### config.mk
export PLATFORM = sky130hd
export DESIGN_NAME = mem_bus_arbiter_flat
export DESIGN_NICKNAME = d
export VERILOG_FILES = /design/src/rtl/mem_bus_arbiter_pkg.sv /design/src/rtl/mem_bus_arbiter_if.sv /design/src/rtl/mem_bus_arbiter_wait_timer.sv /design/src/rtl/mem_bus_arbiter.sv /design/src/flat_wrapper.sv
export SDC_FILE = /design/constraint.sdc
export NUM_CORES = 1
export LEC_CHECK = 0
export BUFFER_PORTS_ARGS = -buffer_cell sky130_fd_sc_hd__buf_2
export CAP_MARGIN = 20
export CORE_MARGIN = 8
export CORE_UTILIZATION = 51
export DETAILED_ROUTE_END_ITERATION = 7
export PLACE_DENSITY = 0.86
export SKIP_CTS_REPAIR_TIMING = 1
export SYNTH_ARGS = -nofsm -noshare
export SYNTH_HDL_FRONTEND = slang
export SYNTH_HIERARCHICAL = 1
export SYNTH_SLANG_ARGS = --single-unit
### constraint.sdc
create_clock -name mem_arb_clk -period 4.5 [get_ports mem_arb_clk]
set_input_delay 1.125 -clock mem_arb_clk [delete_from_list [all_inputs] [get_ports mem_arb_clk]]
set_output_delay 1.125 -clock mem_arb_clk [all_outputs]
set_load 0.005 [all_outputs]
### src/rtl/mem_bus_arbiter_pkg.sv
// Shared types and constants for the two-requester memory bus arbiter.
package mem_bus_arbiter_pkg;

  typedef enum logic [1:0] {
    ARB_IDLE    = 2'd0,
    ARB_BUSY_IF = 2'd1,
    ARB_BUSY_DM = 2'd2
  } arb_state_e;

  localparam logic [31:0] ARB_ABORT_DATA = 32'h0;

endpackage

### src/rtl/mem_bus_arbiter_if.sv
// Fetch, load/store and memory-side signals of the shared bus; slave = arbiter view.
interface mem_bus_arbiter_if;

  logic        if_req;
  logic [31:0] if_addr;
  logic        if_gnt;
  logic        if_done;
  logic [31:0] if_rdata;

  logic        dm_req;
  logic        dm_we;
  logic [31:0] dm_addr;
  logic [31:0] dm_wdata;
  logic        dm_gnt;
  logic        dm_done;
  logic [31:0] dm_rdata;

  logic [31:0] mem_addr;
  logic [31:0] mem_wdata;
  logic        mem_rd;
  logic        mem_wr;
  logic [31:0] mem_rdata;
  logic        mem_ready;
  logic        mem_arb_timeout;

  modport slave (
    input  if_req, if_addr, dm_req, dm_we, dm_addr, dm_wdata, mem_rdata, mem_ready,
    output if_gnt, if_done, if_rdata, dm_gnt, dm_done, dm_rdata,
           mem_addr, mem_wdata, mem_rd, mem_wr, mem_arb_timeout
  );

  modport master (
    output if_req, if_addr, dm_req, dm_we, dm_addr, dm_wdata, mem_rdata, mem_ready,
    input  if_gnt, if_done, if_rdata, dm_gnt, dm_done, dm_rdata,
           mem_addr, mem_wdata, mem_rd, mem_wr, mem_arb_timeout
  );

endinterface

### src/rtl/mem_bus_arbiter_wait_timer.sv
// Counts wait-state cycles of the access in flight; expired flags that this
// wait cycle is the TIMEOUT-th one, so the owner can abort on the same edge.
module mem_bus_arbiter_wait_timer #(
  parameter int TIMEOUT = 15
) (
  input  logic clk,
  input  logic rst_n,
  input  logic clr,
  input  logic en,
  output logic expired
);

  localparam int CNT_W = $clog2(TIMEOUT + 1);

  logic [CNT_W-1:0] cnt_q, cnt_d;

  assign expired = (cnt_q == CNT_W'(TIMEOUT - 1));

  always_comb begin
    cnt_d = cnt_q;
    if (clr) begin
      cnt_d = '0;
    end else if (en && !expired) begin
      cnt_d = cnt_q + CNT_W'(1);
    end
  end

  always_ff @(posedge clk) begin
    if (!rst_n) begin
      cnt_q <= '0;
    end else begin
      cnt_q <= cnt_d;
    end
  end

endmodule

### src/rtl/mem_bus_arbiter.sv
// Grants the single word-wide memory bus to fetch or load/store, one access at a time;
// gnt one cycle after the sampling edge, done one cycle after mem_ready or timeout.
module mem_bus_arbiter
  import mem_bus_arbiter_pkg::*;
#(
  parameter int MAX_DM_STREAK = 4,
  parameter int TIMEOUT       = 15
) (
  input logic            mem_arb_clk,
  input logic            mem_arb_rst_n,
  mem_bus_arbiter_if.slave bus
);

  localparam int STREAK_W = (MAX_DM_STREAK > 0) ? $clog2(MAX_DM_STREAK + 1) : 1;

  arb_state_e          state_q, state_d;
  logic [STREAK_W-1:0] streak_q, streak_d;
  logic                if_gnt_q, if_gnt_d, dm_gnt_q, dm_gnt_d;
  logic                if_done_q, if_done_d, dm_done_q, dm_done_d;
  logic                timeout_q, timeout_d;
  logic [31:0]         if_rdata_q, if_rdata_d, dm_rdata_q, dm_rdata_d;
  logic [31:0]         mem_addr_q, mem_addr_d, mem_wdata_q, mem_wdata_d;
  logic                mem_rd_q, mem_rd_d, mem_wr_q, mem_wr_d;
  logic                dm_win, tmr_clr, tmr_en, tmr_expired;

  mem_bus_arbiter_wait_timer #(.TIMEOUT(TIMEOUT)) u_wait_timer (
    .clk     (mem_arb_clk),
    .rst_n   (mem_arb_rst_n),
    .clr     (tmr_clr),
    .en      (tmr_en),
    .expired (tmr_expired)
  );

  // Streak cap only bites while IF is actually waiting.
  assign dm_win = bus.dm_req && (!bus.if_req || (MAX_DM_STREAK == 0) ||
                                 (streak_q < STREAK_W'(MAX_DM_STREAK)));

  always_comb begin
    state_d     = state_q;
    streak_d    = streak_q;
    if_gnt_d    = 1'b0;
    dm_gnt_d    = 1'b0;
    if_done_d   = 1'b0;
    dm_done_d   = 1'b0;
    timeout_d   = 1'b0;
    if_rdata_d  = if_rdata_q;
    dm_rdata_d  = dm_rdata_q;
    mem_addr_d  = mem_addr_q;
    mem_wdata_d = mem_wdata_q;
    mem_rd_d    = mem_rd_q;
    mem_wr_d    = mem_wr_q;
    tmr_clr     = 1'b0;
    tmr_en      = 1'b0;

    case (state_q)
      ARB_IDLE: begin
        if (dm_win) begin
          dm_gnt_d    = 1'b1;
          mem_addr_d  = bus.dm_addr;
          mem_wdata_d = bus.dm_wdata;
          mem_rd_d    = !bus.dm_we;
          mem_wr_d    = bus.dm_we;
          tmr_clr     = 1'b1;
          state_d     = ARB_BUSY_DM;
          if (streak_q < STREAK_W'(MAX_DM_STREAK)) begin
            streak_d = streak_q + STREAK_W'(1);
          end
        end else if (bus.if_req) begin
          if_gnt_d   = 1'b1;
          mem_addr_d = bus.if_addr;
          mem_rd_d   = 1'b1;
          mem_wr_d   = 1'b0;
          tmr_clr    = 1'b1;
          streak_d   = '0;
          state_d    = ARB_BUSY_IF;
        end
      end
      ARB_BUSY_IF, ARB_BUSY_DM: begin
        if (bus.mem_ready) begin
          mem_rd_d = 1'b0;
          mem_wr_d = 1'b0;
          state_d  = ARB_IDLE;
          if (state_q == ARB_BUSY_IF) begin
            if_done_d  = 1'b1;
            if_rdata_d = bus.mem_rdata;
          end else begin
            dm_done_d = 1'b1;
            if (!mem_wr_q) begin
              dm_rdata_d = bus.mem_rdata;
            end
          end
        end else if (tmr_expired) begin
          mem_rd_d  = 1'b0;
          mem_wr_d  = 1'b0;
          timeout_d = 1'b1;
          state_d   = ARB_IDLE;
          if (state_q == ARB_BUSY_IF) begin
            if_done_d  = 1'b1;
            if_rdata_d = ARB_ABORT_DATA;
          end else begin
            dm_done_d  = 1'b1;
            dm_rdata_d = ARB_ABORT_DATA;
          end
        end else begin
          tmr_en = 1'b1;
        end
      end
      default: state_d = ARB_IDLE;
    endcase
  end

  always_ff @(posedge mem_arb_clk) begin
    if (!mem_arb_rst_n) begin
      state_q     <= ARB_IDLE;
      streak_q    <= '0;
      if_gnt_q    <= 1'b0;
      dm_gnt_q    <= 1'b0;
      if_done_q   <= 1'b0;
      dm_done_q   <= 1'b0;
      timeout_q   <= 1'b0;
      if_rdata_q  <= '0;
      dm_rdata_q  <= '0;
      mem_addr_q  <= '0;
      mem_wdata_q <= '0;
      mem_rd_q    <= 1'b0;
      mem_wr_q    <= 1'b0;
    end else begin
      state_q     <= state_d;
      streak_q    <= streak_d;
      if_gnt_q    <= if_gnt_d;
      dm_gnt_q    <= dm_gnt_d;
      if_done_q   <= if_done_d;
      dm_done_q   <= dm_done_d;
      timeout_q   <= timeout_d;
      if_rdata_q  <= if_rdata_d;
      dm_rdata_q  <= dm_rdata_d;
      mem_addr_q  <= mem_addr_d;
      mem_wdata_q <= mem_wdata_d;
      mem_rd_q    <= mem_rd_d;
      mem_wr_q    <= mem_wr_d;
    end
  end

  assign bus.if_gnt          = if_gnt_q;
  assign bus.dm_gnt          = dm_gnt_q;
  assign bus.if_done         = if_done_q;
  assign bus.dm_done         = dm_done_q;
  assign bus.if_rdata        = if_rdata_q;
  assign bus.dm_rdata        = dm_rdata_q;
  assign bus.mem_addr        = mem_addr_q;
  assign bus.mem_wdata       = mem_wdata_q;
  assign bus.mem_rd          = mem_rd_q;
  assign bus.mem_wr          = mem_wr_q;
  assign bus.mem_arb_timeout = timeout_q;

endmodule
### src/flat_wrapper.sv
// flat-port wrapper written by rule: the top's interface ports become plain ports
module mem_bus_arbiter_flat import mem_bus_arbiter_pkg::*;
#(
  parameter int MAX_DM_STREAK = 4,
  parameter int TIMEOUT       = 15
)
  (mem_arb_clk, mem_arb_rst_n, bus_if_req, bus_if_addr, bus_dm_req, bus_dm_we, bus_dm_addr, bus_dm_wdata, bus_mem_rdata, bus_mem_ready, bus_if_gnt, bus_if_done, bus_if_rdata, bus_dm_gnt, bus_dm_done, bus_dm_rdata, bus_mem_addr, bus_mem_wdata, bus_mem_rd, bus_mem_wr, bus_mem_arb_timeout);
  mem_bus_arbiter_if bus_i ();
  input logic mem_arb_clk;
  input logic mem_arb_rst_n;
  input wire logic [$bits(bus_i.if_req)-1:0] bus_if_req;
  input wire logic [$bits(bus_i.if_addr)-1:0] bus_if_addr;
  input wire logic [$bits(bus_i.dm_req)-1:0] bus_dm_req;
  input wire logic [$bits(bus_i.dm_we)-1:0] bus_dm_we;
  input wire logic [$bits(bus_i.dm_addr)-1:0] bus_dm_addr;
  input wire logic [$bits(bus_i.dm_wdata)-1:0] bus_dm_wdata;
  input wire logic [$bits(bus_i.mem_rdata)-1:0] bus_mem_rdata;
  input wire logic [$bits(bus_i.mem_ready)-1:0] bus_mem_ready;
  output wire logic [$bits(bus_i.if_gnt)-1:0] bus_if_gnt;
  output wire logic [$bits(bus_i.if_done)-1:0] bus_if_done;
  output wire logic [$bits(bus_i.if_rdata)-1:0] bus_if_rdata;
  output wire logic [$bits(bus_i.dm_gnt)-1:0] bus_dm_gnt;
  output wire logic [$bits(bus_i.dm_done)-1:0] bus_dm_done;
  output wire logic [$bits(bus_i.dm_rdata)-1:0] bus_dm_rdata;
  output wire logic [$bits(bus_i.mem_addr)-1:0] bus_mem_addr;
  output wire logic [$bits(bus_i.mem_wdata)-1:0] bus_mem_wdata;
  output wire logic [$bits(bus_i.mem_rd)-1:0] bus_mem_rd;
  output wire logic [$bits(bus_i.mem_wr)-1:0] bus_mem_wr;
  output wire logic [$bits(bus_i.mem_arb_timeout)-1:0] bus_mem_arb_timeout;
  assign bus_i.if_req = bus_if_req;
  assign bus_i.if_addr = bus_if_addr;
  assign bus_i.dm_req = bus_dm_req;
  assign bus_i.dm_we = bus_dm_we;
  assign bus_i.dm_addr = bus_dm_addr;
  assign bus_i.dm_wdata = bus_dm_wdata;
  assign bus_i.mem_rdata = bus_mem_rdata;
  assign bus_i.mem_ready = bus_mem_ready;
  assign bus_if_gnt = bus_i.if_gnt;
  assign bus_if_done = bus_i.if_done;
  assign bus_if_rdata = bus_i.if_rdata;
  assign bus_dm_gnt = bus_i.dm_gnt;
  assign bus_dm_done = bus_i.dm_done;
  assign bus_dm_rdata = bus_i.dm_rdata;
  assign bus_mem_addr = bus_i.mem_addr;
  assign bus_mem_wdata = bus_i.mem_wdata;
  assign bus_mem_rd = bus_i.mem_rd;
  assign bus_mem_wr = bus_i.mem_wr;
  assign bus_mem_arb_timeout = bus_i.mem_arb_timeout;
  mem_bus_arbiter #(.MAX_DM_STREAK(MAX_DM_STREAK), .TIMEOUT(TIMEOUT)) u_core (.mem_arb_clk(mem_arb_clk), .mem_arb_rst_n(mem_arb_rst_n), .bus(bus_i));
endmodule
## After elaboration in Yosys (flattened, before gate mapping)

Cells that the tools add are included.

| cells by class | value |
|---|---|
| add/subtract/negate cells | 2 |
| order comparisons | 1 |
| eq/ne operators | 7 |
| muxes and demuxes | 41 |
| bitwise operators | 4 |
| reductions and logical operators | 23 |

Operators by type and width:

| cell | count |
|---|---|
| two-way mux 32 bit | 11 |
| two-way mux 1 bit | 20 |
| AND reduction 2 bit | 5 |
| two-way mux 3 bit | 3 |
| AND reduction 3 bit | 3 |
| two-way mux 2 bit | 4 |
| nonzero test 2 bit | 3 |
| OR reduction 3 bit | 2 |
| adder 4 x 1 -> 4 bit, second input constant | 1 |
| == test 4 bit, second input constant | 1 |
| inequality test 2 bit, second input constant | 2 |
| inverter 1 bit | 4 |
| case mux 1 bit (2 select lines) | 2 |
| case mux 2 bit (2 select lines) | 1 |
| AND reduction 4 bit | 1 |
| OR reduction 2 bit | 2 |
| adder 3 x 1 -> 3 bit, second input constant | 1 |
| logical NOT 1 bit | 3 |
| < comparator 3 bit, second input constant | 1 |
| inequality test 3 x 2 -> 1 bit, second input constant | 1 |
| inequality test 3 bit, second input constant | 1 |
| == test 2 x 1 -> 1 bit, second input constant | 1 |
| == test 2 bit, second input constant | 1 |
| logical AND 1 bit | 2 |
| 2 further kinds | 2 |

| storage, ports and cells | value |
|---|---|
| bits in registers | 144 |
| input bits | 134 |
| output and inout bits | 135 |
| word-level logic and storage cells | 92 |

## Logic depth before layout (Yosys ltp)

| depth | value |
|---|---|
| word-level depth | 6 |
| gate-level depth with buffers | 10 |

## Hierarchy

The synthesis kept the hierarchy.

Modules (own cells, without submodules):

| module | times used | cells an instance | area an instance (um^2) | sequential area each (um^2) |
|---|---|---|---|---|
| mem_bus_arbiter | 1 | 593 | 5,706.7 | 2,802.7 |
| mem_bus_arbiter_wait_timer | 1 | 23 | 210.2 | 80.1 |

## Worst setup path before layout

No wires, ideal clock.

| timing | value |
|---|---|
| kind | input-to-reg |
| start | input bus_mem_ready |
| end | register u_core.dm_rdata_q[10], in the netlist u_core/bus.dm_rdata[10] |
| setup time | 0.116 ns |
| data arrival time | 2.055 ns |
| setup slack | 2.329 ns |
| stages on the path | 6 |
| buffers on the path | 2 |
| cell sequence | buf_6 nand2b_4 a21oi_4 buf_12 mux2i_1 nor2b_1 |

| between the ends | value |
|---|---|
| word-level cells in the longest chain between the ends | 2 |
| elaborated cells between the ends (all ways) | 4 |

RTL lines:

| element | RTL line | text |
|---|---|---|
| start: declaration | flat_wrapper.sv:18 | `input wire logic [$bits(bus_i.mem_ready)-1:0] bus_mem_ready;` |
| inequality test 2 bit (no source line) / nonzero test 2 bit (equally long branches) | - |  |
| AND reduction 4 bit (no source line) | - |  |
| end signal: assignment | mem_bus_arbiter.sv:136 | `dm_rdata_q <= dm_rdata_d;` |
| end: declaration | mem_bus_arbiter.sv:21 | `logic [31:0] if_rdata_q, if_rdata_d, dm_rdata_q, dm_rdata_d;` |

Parallel ways exist; a longest one is shown, timed or not.
A chain may end at the register's enable or synchronous reset.

## Final worst setup path

| timing | value |
|---|---|
| start | input bus_mem_ready |
| end | register u_core.dm_rdata_q[8], in the netlist u_core/bus.dm_rdata[8] |

The elaborated chain is that of the path after synthesis.

==> impl_results.md <==
* Core ar. at between 0.01 and 0.015 mm²
* Worst relative slew slack at 0.306
* Clk_skew at 0.00761 ns
* Synthesized area per cell at 9.61 µm²
* Async S/R FF share, synth at 0
* Initial antenna violation count at 1
* Commonest non-fill, non-tap cell in the layout: buf_2
* Die footprint at 0.0153 mm²
* Most frequent cells in the layout: 267 x buf_2, 144 x dfxtp_1, 72 x nand2_1, 68 x nor2b_1, 64 x mux2i_1
* Syn nets at 755
* Leakage at between 3 and 4 nW
* Crit end category: flip-flop
* Largest cells by area after synthesis: dfxtp_1 49%, mux2i_1 11%, nor2b_1 7.2%, nand2_1 4.6%, a22oi_1 4.3%
* Synth Register Bits at 144
* Drt via density at 5.07
* Row count at 39
* Top Usage Layer GRT: met2
* Post-Route Setup TNS at 0 ns
* Htree depth at 4
* First drt pass iteration count at 4
* DP HPWL at around 12000 µm
* DR WL/cell at 16.0 µm
* Placed Area at 0.00724 mm²
* Reg area at 0.00288 mm²
* Fill count at 908
* Die Y at 124 µm
* Util after Layout at 0.689
* Hold WC Path Type: reg -> reg
* Sequential share of the synthesized area at 0.487
* M2 GR Usage at 0.350
* Post-route DRC at 0
* Number of flops mapped to enable cells by yosys at 0
* Synthesis-to-finish area growth at 32.4%
* Final Cell Area at 0.00784 mm²
* Final RePlAce weighted congestion at around 0.76
* Setup CP Type: in -> reg
* Ys flop type: dfxtp_1
* Num ports at approximately 270
* Vias at 5173
* Worst R2R Setup Slack at 2.13 ns
* Clock latency at the later pin of the worst-skew pair at 0.40 ns
* # port buffers at between 200 and 300
* Max Root-Sink Buffers at 2
* Hold Fails Final Rpt at 0
* Final period util at 0.586
* Tot GR Track Use at 0.205
* Share of layout cells above drive strength 1 at 0.361
* Startpoint Class: input port
* RSZ-0062 raised after global routing: false
* Die X at roughly 120 µm
* Final wirelength at 16300 µm
* Max_cap viols at 0
* Maximum vdd drop at 0.254 mV
* CTS Buf Count at 17
* Hold_ws at 0.460 ns
* ANT nets after route at 0
* CP Data Arrival Time at between 2 and 3 ns
* Synth Instances at between 600 and 700
* Clk slew on worst S/H paths at around 0.060 ns
* First-pass GRT wire length at between 20000 and 30000 µm
* CTS tree: yes
* Syn. warnings at 6
* Setup Viol. Count Final at 0
* Root Driver: clkbuf_16
* Final Max Slew Viols at 0
* Clk sinks at 144
* Grt total ovfl at 0
* DRT iter0 DRCs at between 300 and 400
* Period minus WS final at about 2.6 ns
* Met1 GRT Util at 0.236
* Synth area leader: dfxtp_1
* Mapped Area at 0.00592 mm²
* Synth top area share at 0.487
* Post-synth cell types at 37
* Post-layout net count at 1003
* Initial Util at 0.520
* Multi-input gate area at 0.00274 mm²
* Status: finished, final reports clean
* Worst Max-Slew Pin Slew at 1.04 ns
* Pin count of the biggest net entering global routing at 95
* Req. time, crit path at 4.79 ns
* Cell Pwr Density at between 400 and 500 mW/mm²
* Vias in the first global route at 5148
* M3 GR Usage at 0.0689
* Fmax at 0.380 GHz
* Crit-path max FO at 37
==> power breakdown <==
part           internal [mW]  total [mW]  leakage (nW)  switching [mW]
registers               1.36        1.39          1.18          0.0376
clock network          0.874        1.41         0.287           0.532
logic                  0.198       0.422          2.15           0.224
total                   2.43        3.22          3.62           0.794
==> through the flow <==
stage / setup slack, ns / total power, mW / instances
after floorplan: 2.33 / 1.67 / 616
after global placement: 1.46 / 1.83 / 988
after detailed placement: 1.44 / 1.84 / 988
after CTS: 1.86 / 3.25 / 1020
after global routing: 1.71 / 3.36 / 1021
final: 1.86 / 3.22 / 1021
==> layout make-up <==
| cell class | count | share of cell area |
|---|---|---|
| multi-input combinational | 417 | 0.350 |
| inverter | 8 | 0.00383 |
| clock buffer | 19 | 0.0552 |
| tap | 143 | 0.0228 |
| timing repair buffer | 276 | 0.179 |
| antenna | 1 | 0.000319 |
| sequential | 144 | 0.368 |
| clock inverter | 13 | 0.0209 |
==> registers in the layout, indices dropped and copies added, names as in the netlist <==
register	count
u_core/bus.mem_wr	1
u_core/bus.if_gnt	1
u_core/bus.mem_wdata	32
u_core/bus.dm_gnt	1
u_core/state_q	2
u_core/u_wait_timer/cnt_q	4
u_core/bus.mem_arb_timeout	1
u_core/bus.dm_done	1
u_core/streak_q	3
u_core/bus.dm_rdata	32
u_core/bus.mem_rd	1
u_core/bus.if_rdata	32
u_core/bus.mem_addr	32
u_core/bus.if_done	1
==> final timing paths <==
kind	from	to	cells past startpoint
setup / recovery	bus_mem_ready	u_core/bus.dm_rdata[8]	6
hold / removal	u_core/bus.mem_wdata[2]	u_core/bus.mem_wdata[2]	2
setup reg to reg	u_core/u_wait_timer/cnt_q[0]	u_core/bus.dm_rdata[8]	9
hold reg to reg	u_core/bus.mem_wdata[2]	u_core/bus.mem_wdata[2]	2
==> cell usage after synthesis (2+ instances only) <==
library cell	n
nor2b_1	68
nand2b_1	2
ha_1	5
and2_2	2
a22oi_1	34
nor2_1	6
nor3_1	3
nand2b_4	2
mux2i_1	64
a21oi_4	2
nand4b_1	2
inv_1	8
a21boi_0	33
o21ai_0	36
and2_1	34
dfxtp_1	144
buf_4	4
a21oi_1	35
nand2_1	72
nand3_1	3
clkbuf_1	23
buf_12	3
buf_2	16
and3_1	2
==> critical path, stage by stage <==
cell      delay (ns)
buf_2           0.44
nand2b_4        0.09
a21oi_4         0.67
buf_4           0.31
mux2i_1         0.21
nor2b_1         0.07
==> layer usage <==
| metal | part of all wire | vias to the layer above |
|---|---|---|
| met2 | 0.50 | 200 |
| met3 | 0.079 | 17 |
| met1 | 0.41 | 2360 |
| met5 | 0 | - |
| met4 | 0.015 | 0 |
| li1 | - | 2596 |
==> kinds of logic after synthesis <==
logic type / Yosys count / share of synthesized area
muxes: 64 / 0.108
and+or+nand+nor: 201 / 0.184
buffers and inverters: 55 / 0.0503
adders and majority gates: 5 / 0.0106
AOI/OAI and AO/OA: 147 / 0.160
DFF: 144 / 0.487
Power figures use the tool's default switching activity.
